## src/rtl/uart_sched_pkg.sv

```systemverilog
// uart_sched_pkg: shared state encoding, byte width and clog2 helper for the UART TX scheduler.
package uart_sched_pkg;

   localparam int BYTE_W = 8;

   typedef enum logic [1:0] {
      IDLE      = 2'd0,
      SEND      = 2'd1,
      WAIT_BUSY = 2'd2,
      WAIT_DONE = 2'd3
   } state_e;

   function automatic int clog2(input int v);
      int r;
      r = 0;
      for (int i = 0; i < 31; i++)
         if ((1 << i) < v) r = i + 1;
      return r;
   endfunction

endpackage

```

## src/rtl/uart_tx_scheduler_rr_arbiter.sv

```systemverilog
// rr_arbiter: combinational round-robin picker; searches upward from ptr+1 modulo N.
module rr_arbiter
   import uart_sched_pkg::*;
#(
   parameter int N  = 2,
   parameter int IW = clog2(N)
) (
   input  logic [N-1:0]  valid,
   input  logic [IW-1:0] ptr,
   output logic [N-1:0]  onehot,
   output logic [IW-1:0] idx,
   output logic          any
);

   assign any = |valid;

   // Walk from farthest to nearest so the nearest valid requester wins last.
   always_comb begin
      onehot = '0;
      idx    = '0;
      for (int k = N; k >= 1; k--) begin
         if (valid[(int'(ptr) + k) % N]) begin
            onehot = N'(1) << ((int'(ptr) + k) % N);
            idx    = IW'((int'(ptr) + k) % N);
         end
      end
   end

endmodule

```

## src/rtl/uart_tx_scheduler.sv

```systemverilog
// uart_tx_scheduler: round-robin, packet-locked sharing of one UART transmitter.
// Only one byte is ever in flight, sequenced by the TX_START/TX_BUSY handshake.
module uart_tx_scheduler
   import uart_sched_pkg::*;
#(
   parameter int NUM_REQ     = 2,
   parameter int MAX_BURST   = 16,
   parameter int GAP_TIMEOUT = 4096
) (
   input  logic                      CLK_48M,
   input  logic                      RST,
   input  logic [NUM_REQ-1:0]        REQ_VALID,
   input  logic [BYTE_W*NUM_REQ-1:0] REQ_DATA,
   input  logic [NUM_REQ-1:0]        REQ_LAST,
   output logic [NUM_REQ-1:0]        REQ_READY,
   output logic [NUM_REQ-1:0]        GRANT,
   output logic                      TX_START,
   output logic [BYTE_W-1:0]         TX_DATA,
   input  logic                      TX_BUSY,
   output logic                      ACTIVE
);

   localparam int IW = clog2(NUM_REQ);
   localparam int GW = clog2(GAP_TIMEOUT);

   state_e              state_q, state_d;
   logic [NUM_REQ-1:0]  grant_q, grant_d;
   logic [IW-1:0]       idx_q, idx_d;
   logic [IW-1:0]       ptr_q, ptr_d;
   logic [7:0]          burst_q, burst_d;
   logic [GW-1:0]       gap_q, gap_d;
   logic                last_q, last_d;
   logic [NUM_REQ-1:0]  ready_q, ready_d;
   logic                start_q, start_d;
   logic [BYTE_W-1:0]   data_q, data_d;
   logic                active_q, active_d;
   logic                rel;
   logic [NUM_REQ-1:0]  arb_onehot;
   logic [IW-1:0]       arb_idx;
   logic                arb_any;

   rr_arbiter #(.N(NUM_REQ), .IW(IW)) u_arb (
      .valid  (REQ_VALID),
      .ptr    (ptr_q),
      .onehot (arb_onehot),
      .idx    (arb_idx),
      .any    (arb_any)
   );

   always_comb begin
      state_d = state_q;
      grant_d = grant_q;
      idx_d   = idx_q;
      ptr_d   = ptr_q;
      burst_d = burst_q;
      gap_d   = gap_q;
      last_d  = last_q;
      ready_d = '0;
      start_d = 1'b0;
      data_d  = data_q;
      rel     = 1'b0;
      case (state_q)
         IDLE: if (!TX_BUSY && arb_any) begin
            grant_d = arb_onehot;
            idx_d   = arb_idx;
            burst_d = '0;
            gap_d   = '0;
            state_d = SEND;
         end
         SEND: if (REQ_VALID[idx_q] && !TX_BUSY) begin
            start_d = 1'b1;
            data_d  = REQ_DATA[idx_q*BYTE_W +: BYTE_W];
            ready_d = grant_q;
            last_d  = REQ_LAST[idx_q];
            burst_d = burst_q + 8'd1;
            gap_d   = '0;
            state_d = WAIT_BUSY;
         end else if (!REQ_VALID[idx_q]) begin
            rel   = gap_q == GW'(GAP_TIMEOUT - 1);
            gap_d = rel ? gap_q : gap_q + 1'b1;
         end
         WAIT_BUSY: state_d = TX_BUSY ? WAIT_DONE : WAIT_BUSY;
         WAIT_DONE: if (!TX_BUSY) begin
            rel     = last_q || burst_q == 8'(MAX_BURST);
            state_d = SEND;
         end
         default: state_d = IDLE;
      endcase
      // Releasing hands the pointer to the owner so others win the next arbitration.
      if (rel) begin
         grant_d = '0;
         ptr_d   = idx_q;
         state_d = IDLE;
      end
      active_d = state_d != IDLE;
   end

   always_ff @(posedge CLK_48M) begin
      if (RST) begin
         state_q  <= IDLE;
         grant_q  <= '0;
         idx_q    <= '0;
         ptr_q    <= IW'(NUM_REQ - 1);
         burst_q  <= '0;
         gap_q    <= '0;
         last_q   <= 1'b0;
         ready_q  <= '0;
         start_q  <= 1'b0;
         data_q   <= '0;
         active_q <= 1'b0;
      end else begin
         state_q  <= state_d;
         grant_q  <= grant_d;
         idx_q    <= idx_d;
         ptr_q    <= ptr_d;
         burst_q  <= burst_d;
         gap_q    <= gap_d;
         last_q   <= last_d;
         ready_q  <= ready_d;
         start_q  <= start_d;
         data_q   <= data_d;
         active_q <= active_d;
      end
   end

   assign GRANT     = grant_q;
   assign REQ_READY = ready_q;
   assign TX_START  = start_q;
   assign TX_DATA   = data_q;
   assign ACTIVE    = active_q;

   assert property (@(posedge CLK_48M) disable iff (RST)
      $onehot0(REQ_READY) && ((REQ_READY & ~GRANT) == '0) && (TX_START == (REQ_READY != '0)));

endmodule
```

## config.mk

```make
export PLATFORM = sky130hd
export DESIGN_NAME = uart_tx_scheduler
export DESIGN_NICKNAME = d
export VERILOG_FILES = /design/src/rtl/uart_sched_pkg.sv /design/src/rtl/uart_tx_scheduler_rr_arbiter.sv /design/src/rtl/uart_tx_scheduler.sv
export SDC_FILE = /design/constraint.sdc
export NUM_CORES = 1
export LEC_CHECK = 0
export BUFFER_PORTS_ARGS = -buffer_cell sky130_fd_sc_hd__buf_2
export CAP_MARGIN = 20
export CORE_ASPECT_RATIO = 2
export CORE_MARGIN = 2
export CORE_UTILIZATION = 45
export CTS_CLUSTER_SIZE = 12
export DETAILED_ROUTE_END_ITERATION = 7
export PLACE_DENSITY = 0.67
export SYNTH_ARGS = -nofsm -noshare
export SYNTH_HDL_FRONTEND = slang
export SYNTH_HIERARCHICAL = 1
export SYNTH_SLANG_ARGS = --single-unit
export TNS_END_PERCENT = 50
```

## constraint.sdc

```tcl
create_clock -name CLK_48M -period 1.9 [get_ports CLK_48M]
set_input_delay 0.095 -clock CLK_48M [delete_from_list [all_inputs] [get_ports CLK_48M]]
set_output_delay 0.095 -clock CLK_48M [all_outputs]
set_load 0.05 [all_outputs]
```

## Word level (Yosys, flattened, before mapping)

Index checks and enable logic that the tools add are counted.

- Register bits after elaboration: 39
- Input port bits: 23
- Output and inout bits: 14
- Logic and storage cells: 82

- $add $sub $neg: 4
- Magnitude comparators: 3
- Equal/unequal tests: 9
- Shifts and indexed selects: 3
- Mux-type cells: 33
- Bitwise operators: 4
- Reduce and logical (&&, ||, !) cells: 15

Operator list:

| kind | number |
|---|---|
| << shifter 1 x 32 -> 2 bit (first input constant) | 2 |
| 2-to-1 mux 12 bit | 4 |
| one-hot mux 12 bit (2 select lines) | 1 |
| 2-to-1 mux 1 bit | 17 |
| 2-to-1 mux 8 bit | 2 |
| one-hot mux 8 bit (2 select lines) | 1 |
| variable part select 16 x 5 -> 8 bit | 1 |
| adder 12 x 1 -> 12 bit (second input constant) | 1 |
| equality test 12 bit (second input constant) | 1 |
| 2-to-1 mux 2 bit | 6 |
| adder 8 x 1 -> 8 bit (second input constant) | 1 |
| equality test 8 x 5 -> 1 bit (second input constant) | 1 |
| one-hot mux 2 bit (4 select lines) | 1 |
| less-than comparator 2 x 3 -> 1 bit (second input constant) | 2 |
| inequality test 3 bit (second input constant) | 2 |
| OR reduction 2 bit | 3 |
| equality test 2 bit (second input constant) | 2 |
| inequality test 2 bit (second input constant) | 2 |
| AND reduction 2 bit | 2 |
| AND reduction 4 bit | 1 |
| nonzero test 2 bit | 2 |
| AND reduction 3 bit | 1 |
| OR reduction 3 bit | 1 |
| adder 1 bit (second input constant) | 2 |
| other kinds (9) | 12 |

## Longest topological paths before layout

Gate-level depths: netlist of the first run.

- Depth after elaboration: 7
- Depth in mapped cells: 7
- Gate-level depth less buffers: 7

## Hierarchy

The synthesis of the first run kept the hierarchy.

By module, submodules not included:

| module | times used | cells an instance | area an instance (um^2) | seq. area each (um^2) |
|---|---|---|---|---|
| uart_tx_scheduler | 1 | 218 | 1,945.6 | 780.7 |
| rr_arbiter | 1 | 5 | 32.5 | 0.0 |

## Worst setup path after synthesis of the first run

Ideal clock, no wire load.

- Kind: flip-flop to flip-flop
- Start point: reg gap_q[0]
- End point: reg gap_q[11]
- Library setup time: 0.125 ns
- Arrival: 1.529 ns
- Required time: 1.775 ns
- Path slack: 0.245 ns
- Stages on the path, launching flop included: 7
- Buffers on the path: 0
- Period minus slack after synthesis: 1.655 ns
- Cells stage by stage: dfxtp_1 -> ha_1 -> nand3_1 -> or4_4 -> a21oi_4 -> or4_1 -> a21oi_1

- Cells in the longest elaborated chain, start to end: 5
- Elaborated cells between the ends (all ways): 8
- Those cells by class: 1 x add/sub; 2 x eq/ne; 4 x mux; 1 x reduce/logical

RTL lines:

| item | RTL line | text |
|---|---|---|
| start: declaration | uart_tx_scheduler.sv:31 | `logic [GW-1:0] gap_q, gap_d;` |
| start signal: assignment | uart_tx_scheduler.sv:117 | `gap_q <= gap_d;` |
| adder 12 x 1 -> 12 bit | uart_tx_scheduler.sv:80 | `gap_d = rel ? gap_q : gap_q + 1'b1;` |
| 2-to-1 mux 12 bit | uart_tx_scheduler.sv:80 |  |
| 2-to-1 mux 12 bit | uart_tx_scheduler.sv:78 | `end else if (!REQ_VALID[idx_q]) begin` |
| 2-to-1 mux 12 bit | uart_tx_scheduler.sv:70 | `SEND: if (REQ_VALID[idx_q] && !TX_BUSY) begin` |
| one-hot mux 12 bit (2 select lines) | uart_tx_scheduler.sv:62 | `case (state_q)` |

Several ways; a longest one is shown, not always the timed one. The select of a mux whose other input is x is not followed.
A chain may end at the register's enable or synchronous reset.

## Final worst setup path of the first run

- Start point: reg gap_q[1]
- End point: reg gap_q[0]

- Cells in the longest elaborated chain, start to end: 3

RTL lines:

| item | RTL line | text |
|---|---|---|
| equality test 12 bit | uart_tx_scheduler.sv:79 | `rel = gap_q == GW'(GAP_TIMEOUT - 1);` |
| inequality test 3 bit (no line) | - |  |
| AND reduction 4 bit (no line) | - |  |

No other way between the ends.

==> reports/qor.yml, run 1 <==
hp-start: "REQ_DATA[1]"
drv_cap: 0
fmax_mhz: 551
synth_nets: 249
clkSlewWorstSetupHoldPaths_ns: 0.07
drt_iter0_drc: 28
ys_ff_latch: 39
slew_viol_final: 0
cts_made_buffers: 5
dp.cells: 309
async_flop_share_pct: 0
die_h_um: 97.8
fin_skew_ns: 0.00803
clk_latency_ns: 0.30
cts.sinks: 39
grtUsageTotal_pct: 18.6
coreArea_um2: 4300
worstSetupStartpointType: "flop"
worstMarginPinSlew_ns: 0.479
grt_pass1_vias: 1629
synth-compound-area-share_pct: 16.8
hpwl_um: 3280
rsz0062_at_grt: "no"
hold_path.class: "in -> reg"
yosysSeqAreaShare_pct: 39.5
yosys.cell_types.count: 50
p_leak_nw: 0.854
fin_crit_sh_pct: 95.6
drive_above_1_share_pct: 25.5
p_switching_uw: 471
drtAntennaViolNets: 0
drt-total-wl_um: 4400
via_per_inst: 5.62
synthSimpleGateAreaFrac_pct: 25.7
synth_flop_cell: "dfxtp_1"
syn2layout_area_growth_pct: 19.7
io_buffers: 36
via_count: 1781
fin_cells: 317
cp.required_ns: 2.11
status: "complete, no violations"
first_pass_iters: 5
ys_warn_count: 6
startpoint: "gap_q[1]$_SDFFE_PP0P_"
htreeDepth: 2
post_drt_wl_per_cell_um: 13.9
synthAdderAreaFrac_pct: 1.90
synth_top_family_by_area: "simple AND/OR/NAND/NOR gates"
peakVddDrop_mv: 0.570
start_util_pct: 46.0
n_antenna_cell: 0
n_fill_cell: 421
nets: 288
synth.top_cell.area_share_pct: 39.5
drc_errors: 0
hold_violations: 0
root_buffer: "clkbuf_8"
synthesis.instances: 223
setup_viol: 0
critPathKind: "reg -> reg"
yosys.area.top_type: "dfxtp_1"
pin_count: 37
syn_area_um2: 1980
p_comb_share_pct: 14.2
max_slew_margin_pct: 68.0
grt_pass1_wl_um: 7060
gr-total-overflow: 0
p_sw_share_pct: 25.8
fin_tns_setup_ns: 0
period_needed_ns: 1.82
cts_buffer_depth: 2
synthTopCellsByArea: "dfxtp_1 (39%), mux2i_1 (6.6%), a211oi_1 (3.8%)"
cts_tree: "built"
grt_max_degree: 27
synth_enable_flop_cells: 0
antenna_found_initial: 0
die_w_um: 50.9
rows: 34
gp_congestion: 0.827
regToRegStartpoint: "gap_q[1]$_SDFFE_PP0P_"
internal_power_mw: 1.35
pwr-share-clk_pct: 39.0
avgSynthCellArea_um2: 8.87
arrival_ns: 2.03
setup.worst_path.end_class: "flop"
path_max_fanout: 5
pwr-share-seq_pct: 46.8
synth_mux_area_share_pct: 8.48
power.density_nw_per_um2: 770
synthXorXnorAreaFrac_pct: 3.54
die-area_um2: 4970
==> stage by stage <==
step / total power, mW / instance area, µm² / hold slack (ns) / utilization, % / setup WS [ns]
floorplan: 1.05 / 1980 / 0.329 / - / 0.245
CTS: 1.83 / 2350 / 0.138 / 54.8 / 0.0506
detailed placement: 1.13 / 2240 / 0.445 / 52.0 / 0.0963
global route: 1.88 / 2370 / 0.147 / 55.1 / 0.00168
finish: 1.82 / 2370 / 0.133 / 55.1 / 0.0841
global placement: 1.13 / 2240 / 0.433 / 52.0 / 0.151
==> area by class of cell <==
cell class / count / area [µm²] / area share (%)
Multi-Input combinational cell: 167 / 1130 / 47.7
Clock inverter: 2 / 35.0 / 1.48
Timing Repair Buffer: 44 / 253 / 10.7
Inverter: 5 / 18.8 / 0.792
Tap cell: 54 / 67.6 / 2.85
Clock buffer: 6 / 82.6 / 3.49
Sequential cell: 39 / 782 / 33.0
==> registers in the layout, summed over array words and instances (netlist names) <==
| register | flops |
|---|---|
| ACTIVE | 1 |
| GRANT | 2 |
| REQ_READY | 2 |
| TX_DATA | 8 |
| TX_START | 1 |
| burst_q | 8 |
| gap_q | 12 |
| idx_q | 1 |
| last_q | 1 |
| ptr_q | 1 |
| state_q | 2 |
==> critical path, cell delays in order, from the launching register on <==
cell and delay, ns:
dfxtp_1 0.36, ha_2 0.23, nand3_2 0.11, or4_4 0.59, a21oi_4 0.18, o21ai_0 0.11, a21oi_1 0.16
==> cells in the mapped netlist, types with 2 or more instances <==
library cell	count
a211o_1	2
a211oi_1	10
a21boi_0	2
a21o_1	2
a21oi_1	14
a31oi_1	2
and2_1	4
buf_2	5
clkbuf_1	4
dfxtp_1	39
ha_1	3
inv_1	5
mux2i_1	13
nand2_1	13
nand2b_1	2
nand3_1	8
nand4_1	5
nor2_1	20
nor3_1	13
nor3b_1	2
nor4_1	2
nor4_2	3
nor4b_1	2
o211ai_1	3
o21ai_0	7
o31ai_1	2
or2_1	2
or2_2	2
or3_1	4
or4_1	2
xnor2_1	6
xor2_1	2
==> power groups by stage <==
| stage | Combinational, mW | Sequential (mW) | Clock [mW] |
|---|---|---|---|
| 2_1_floorplan | 0.140 | 0.914 | 0 |
| 3_3_place_gp | 0.257 | 0.871 | 0 |
| 3_5_place_dp | 0.258 | 0.871 | 0 |
| 4_1_cts | 0.260 | 0.852 | 0.720 |
| 5_1_grt | 0.278 | 0.856 | 0.748 |
| 6_report | 0.259 | 0.853 | 0.711 |
==> kinds of logic after synthesis <==
kind of cell | Yosys count
and+or+nand+nor | 92
AOI/OAI and AO/OA | 49
DFF | 39
buffers and inverters | 17
muxes | 15
xor gates and xnor gates | 8
adders and majority gates | 3
==> worst paths after layout <==
kind              slack (ns)  cells after the start                 endpoint
setup reg to reg        0.08                      6    gap_q[0]$_SDFFE_PP0P_
hold reg to reg         0.47                      1  REQ_READY[1]$_SDFF_PP0_
hold / removal          0.13                      3  TX_DATA[1]$_SDFFE_PP0P_
setup / recovery        0.08                      6    gap_q[0]$_SDFFE_PP0P_
==> placed cells by master, fill, tap and decap left out, drive strengths merged, types with 4 or more instances in the layout <==
| master | instances |
|---|---|
| buf | 44 |
| dfxtp | 39 |
| nor2 | 21 |
| a21oi | 15 |
| mux2i | 14 |
| nand2 | 13 |
| nor3 | 13 |
| a211oi | 10 |
| nand3 | 8 |
| o21ai | 8 |
| xnor2 | 6 |
| clkbuf | 6 |
| inv | 5 |
| nand4 | 5 |
| nor4 | 5 |
| and2 | 4 |
| or3 | 4 |
| or2 | 4 |
==> repair_timing <==
item                       4_1_cts  5_1_grt
hold buffers                     0        0
setup endpoints to repair        0        8
gates resized for setup          0        4
buffers inserted                 0        0
==> layer usage <==
layer / GRT usage (%) / wire (µm) / vias to the layer above
met5: 0 / 0 / -
met4: 9.36 / 115 / 0
met3: 3.67 / 166 / 12
met2: 34.6 / 2450 / 49
met1: 18.7 / 1660 / 830
li1: - / - / 890
(Power assumes the default switching activity.)
==> run 2: changes to the inputs <==
--- a/config.mk
+++ b/config.mk
@@ -10,9 +10,10 @@
 export CORE_ASPECT_RATIO = 2
 export CORE_MARGIN = 2
 export CORE_UTILIZATION = 45
+export CTS_BUF_LIST = sky130_fd_sc_hd__clkbuf_4 sky130_fd_sc_hd__clkbuf_8
 export CTS_CLUSTER_SIZE = 12
 export DETAILED_ROUTE_END_ITERATION = 7
-export PLACE_DENSITY = 0.67
+export PLACE_DENSITY = 0.68
 export SYNTH_ARGS = -nofsm -noshare
 export SYNTH_HDL_FRONTEND = slang
 export SYNTH_HIERARCHICAL = 1
==> run 2 against run 1 <==
- highest routed layer unchanged
- setup slack better by 0.029 ns
- wire length up 2.5%
- sequential share of layout area rose by 0.32 points
- sequential cell count stayed put
- cell count unchanged
- critical endpoint is now gap_q[8]$_SDFFE_PP0P_
==> reports/qor.yml, run 2 (synthesis results as in run 1) <==
critPathKind: "reg -> reg"
setup_viol: 0
worstSetupStartpointType: "flop"
htreeDepth: 2
ctsHoldBuffers: 0
via_per_inst: 5.52
grt_max_degree: 27
final_cell_mix: "dfxtp_1 (39), buf_2 (36), nor2_1 (20), a21oi_1 (14)"
grt_pass1_wl_um: 7310
die_h_um: 97.8
fin_crit_sh_pct: 94.0
clk_latency_ns: 0.30
fin_tns_setup_ns: 0
fin_skew_ns: 0.00555
max_slew_margin_pct: 66.5
die_w_um: 50.9
final_common_cell: "dfxtp_1"
largest-register: "gap_q"
largest_reg_flops: 12
rsz0062_at_grt: "no"
die-area_um2: 4970
power.total_mw: 1.68
period_needed_ns: 1.79
setup.worst_path.end_class: "flop"
cts_tree: "built"
start_util_pct: 46.0
power.density_nw_per_um2: 718
peakVddDrop_mv: 0.730
cp.required_ns: 2.13
dp.cells: 309
cts.sinks: 39
n_fill_cell: 417
cts_made_buffers: 5
rr_worst_depth: 5
hold_path.class: "in -> reg"
cts_buffer_depth: 2
first_pass_iters: 4
drt-total-wl_um: 4510
hold_depth: 3
grt_pass1_vias: 1669
fmax_mhz: 560
fin_cells: 317
post_drt_wl_per_cell_um: 14.2
p_leak_nw: 0.834
status: "complete, no violations"
drv_cap: 0
coreArea_um2: 4300
io_buffers: 36
slew_viol_final: 0
rows: 34
gr-total-overflow: 0
syn2layout_area_growth_pct: 18.4
drt_iter0_drc: 36
hpwl_um: 3400
root_buffer: "clkbuf_8"
grtUsageTotal_pct: 19.1
postLayoutCoreUtil_pct: 54.5
n_antenna_cell: 0
cp_slowest_cell: "dfxtp_1"
nets: 288
crit_chain: "and2b_1 -> and3_1 -> a211o_1 -> or3_1 -> a21oi_1"
antenna_found_initial: 0
gp_congestion: 0.811
arrival_ns: 2.02
hold_violations: 0
clkSlewWorstSetupHoldPaths_ns: 0.08
worstMarginPinSlew_ns: 0.502
pin_count: 37
via_count: 1751
drive_above_1_share_pct: 25.5
drc_errors: 0
path_max_fanout: 10
hold_ws_ns: 0.126
drtAntennaViolNets: 0
cpPeakStageDelay_ns: 0.49
run 2: final cells by class:
type	count	area, µm²	area share (%)
Clock buffer	6	76.3	3.26
Clock inverter	2	12.5	0.534
Inverter	5	18.8	0.801
Multi-Input combinational cell	167	1150	48.9
Sequential cell	39	781	33.3
Tap cell	54	67.6	2.88
Timing Repair Buffer	44	240	10.3
run 2: layer usage:
metal / wire length (µm) / vias to the layer above / part of all wire, % / global-route usage, %
met5: 0 / - / 0 / 0
met3: 155 / 8 / 3.4 / 3.52
met1: 1670 / 812 / 37 / 17.8
met2: 2580 / 42 / 57 / 37.6
met4: 92 / 0 / 2.0 / 8.73
li1: - / 889 / - / -
run 2: metrics by stage:
| step | area (µm²) | worst slack (ns) |
|---|---|---|
| 2_1_floorplan | 1980 | 0.245 |
| 3_3_place_gp | 2220 | 0.109 |
| 3_5_place_dp | 2220 | 0.0935 |
| 4_1_cts | 2310 | 0.0668 |
| 5_1_grt | 2340 | 0.00162 |
| 6_report | 2340 | 0.114 |
run 2: critical path: cells and delay by family (launching register included):
kind               cells  cell delay, ns
DFF                    1            0.49
AOI/OAI and AO/OA      2            0.42
and+or+nand+nor        3            0.81
run 2: repair_timing:
action / 4_1_cts / 5_1_grt
setup endpoints to repair: 0 / 7
resized for setup: 0 / 5
setup buffers: 0 / 0
run 2: final timing paths:
kind | from | end | slack, ns
worst max-delay path | state_q[1]$_SDFF_PP0_ | gap_q[8]$_SDFFE_PP0P_ | 0.11
worst min-delay path | REQ_DATA[5] | TX_DATA[5]$_SDFFE_PP0P_ | 0.13
worst max register to register | state_q[1]$_SDFF_PP0_ | gap_q[8]$_SDFFE_PP0P_ | 0.11
worst min register to register | GRANT[0]$_SDFFE_PP0P_ | REQ_READY[0]$_SDFF_PP0_ | 0.48
run 2: where the power goes:
part           internal, mW  leakage [nW]  switching [mW]  total, mW
registers             0.838         0.316          0.0171      0.855
clock network         0.271        0.0446           0.299      0.570
logic                0.0888         0.473           0.168      0.257
total                  1.20         0.834           0.485       1.68
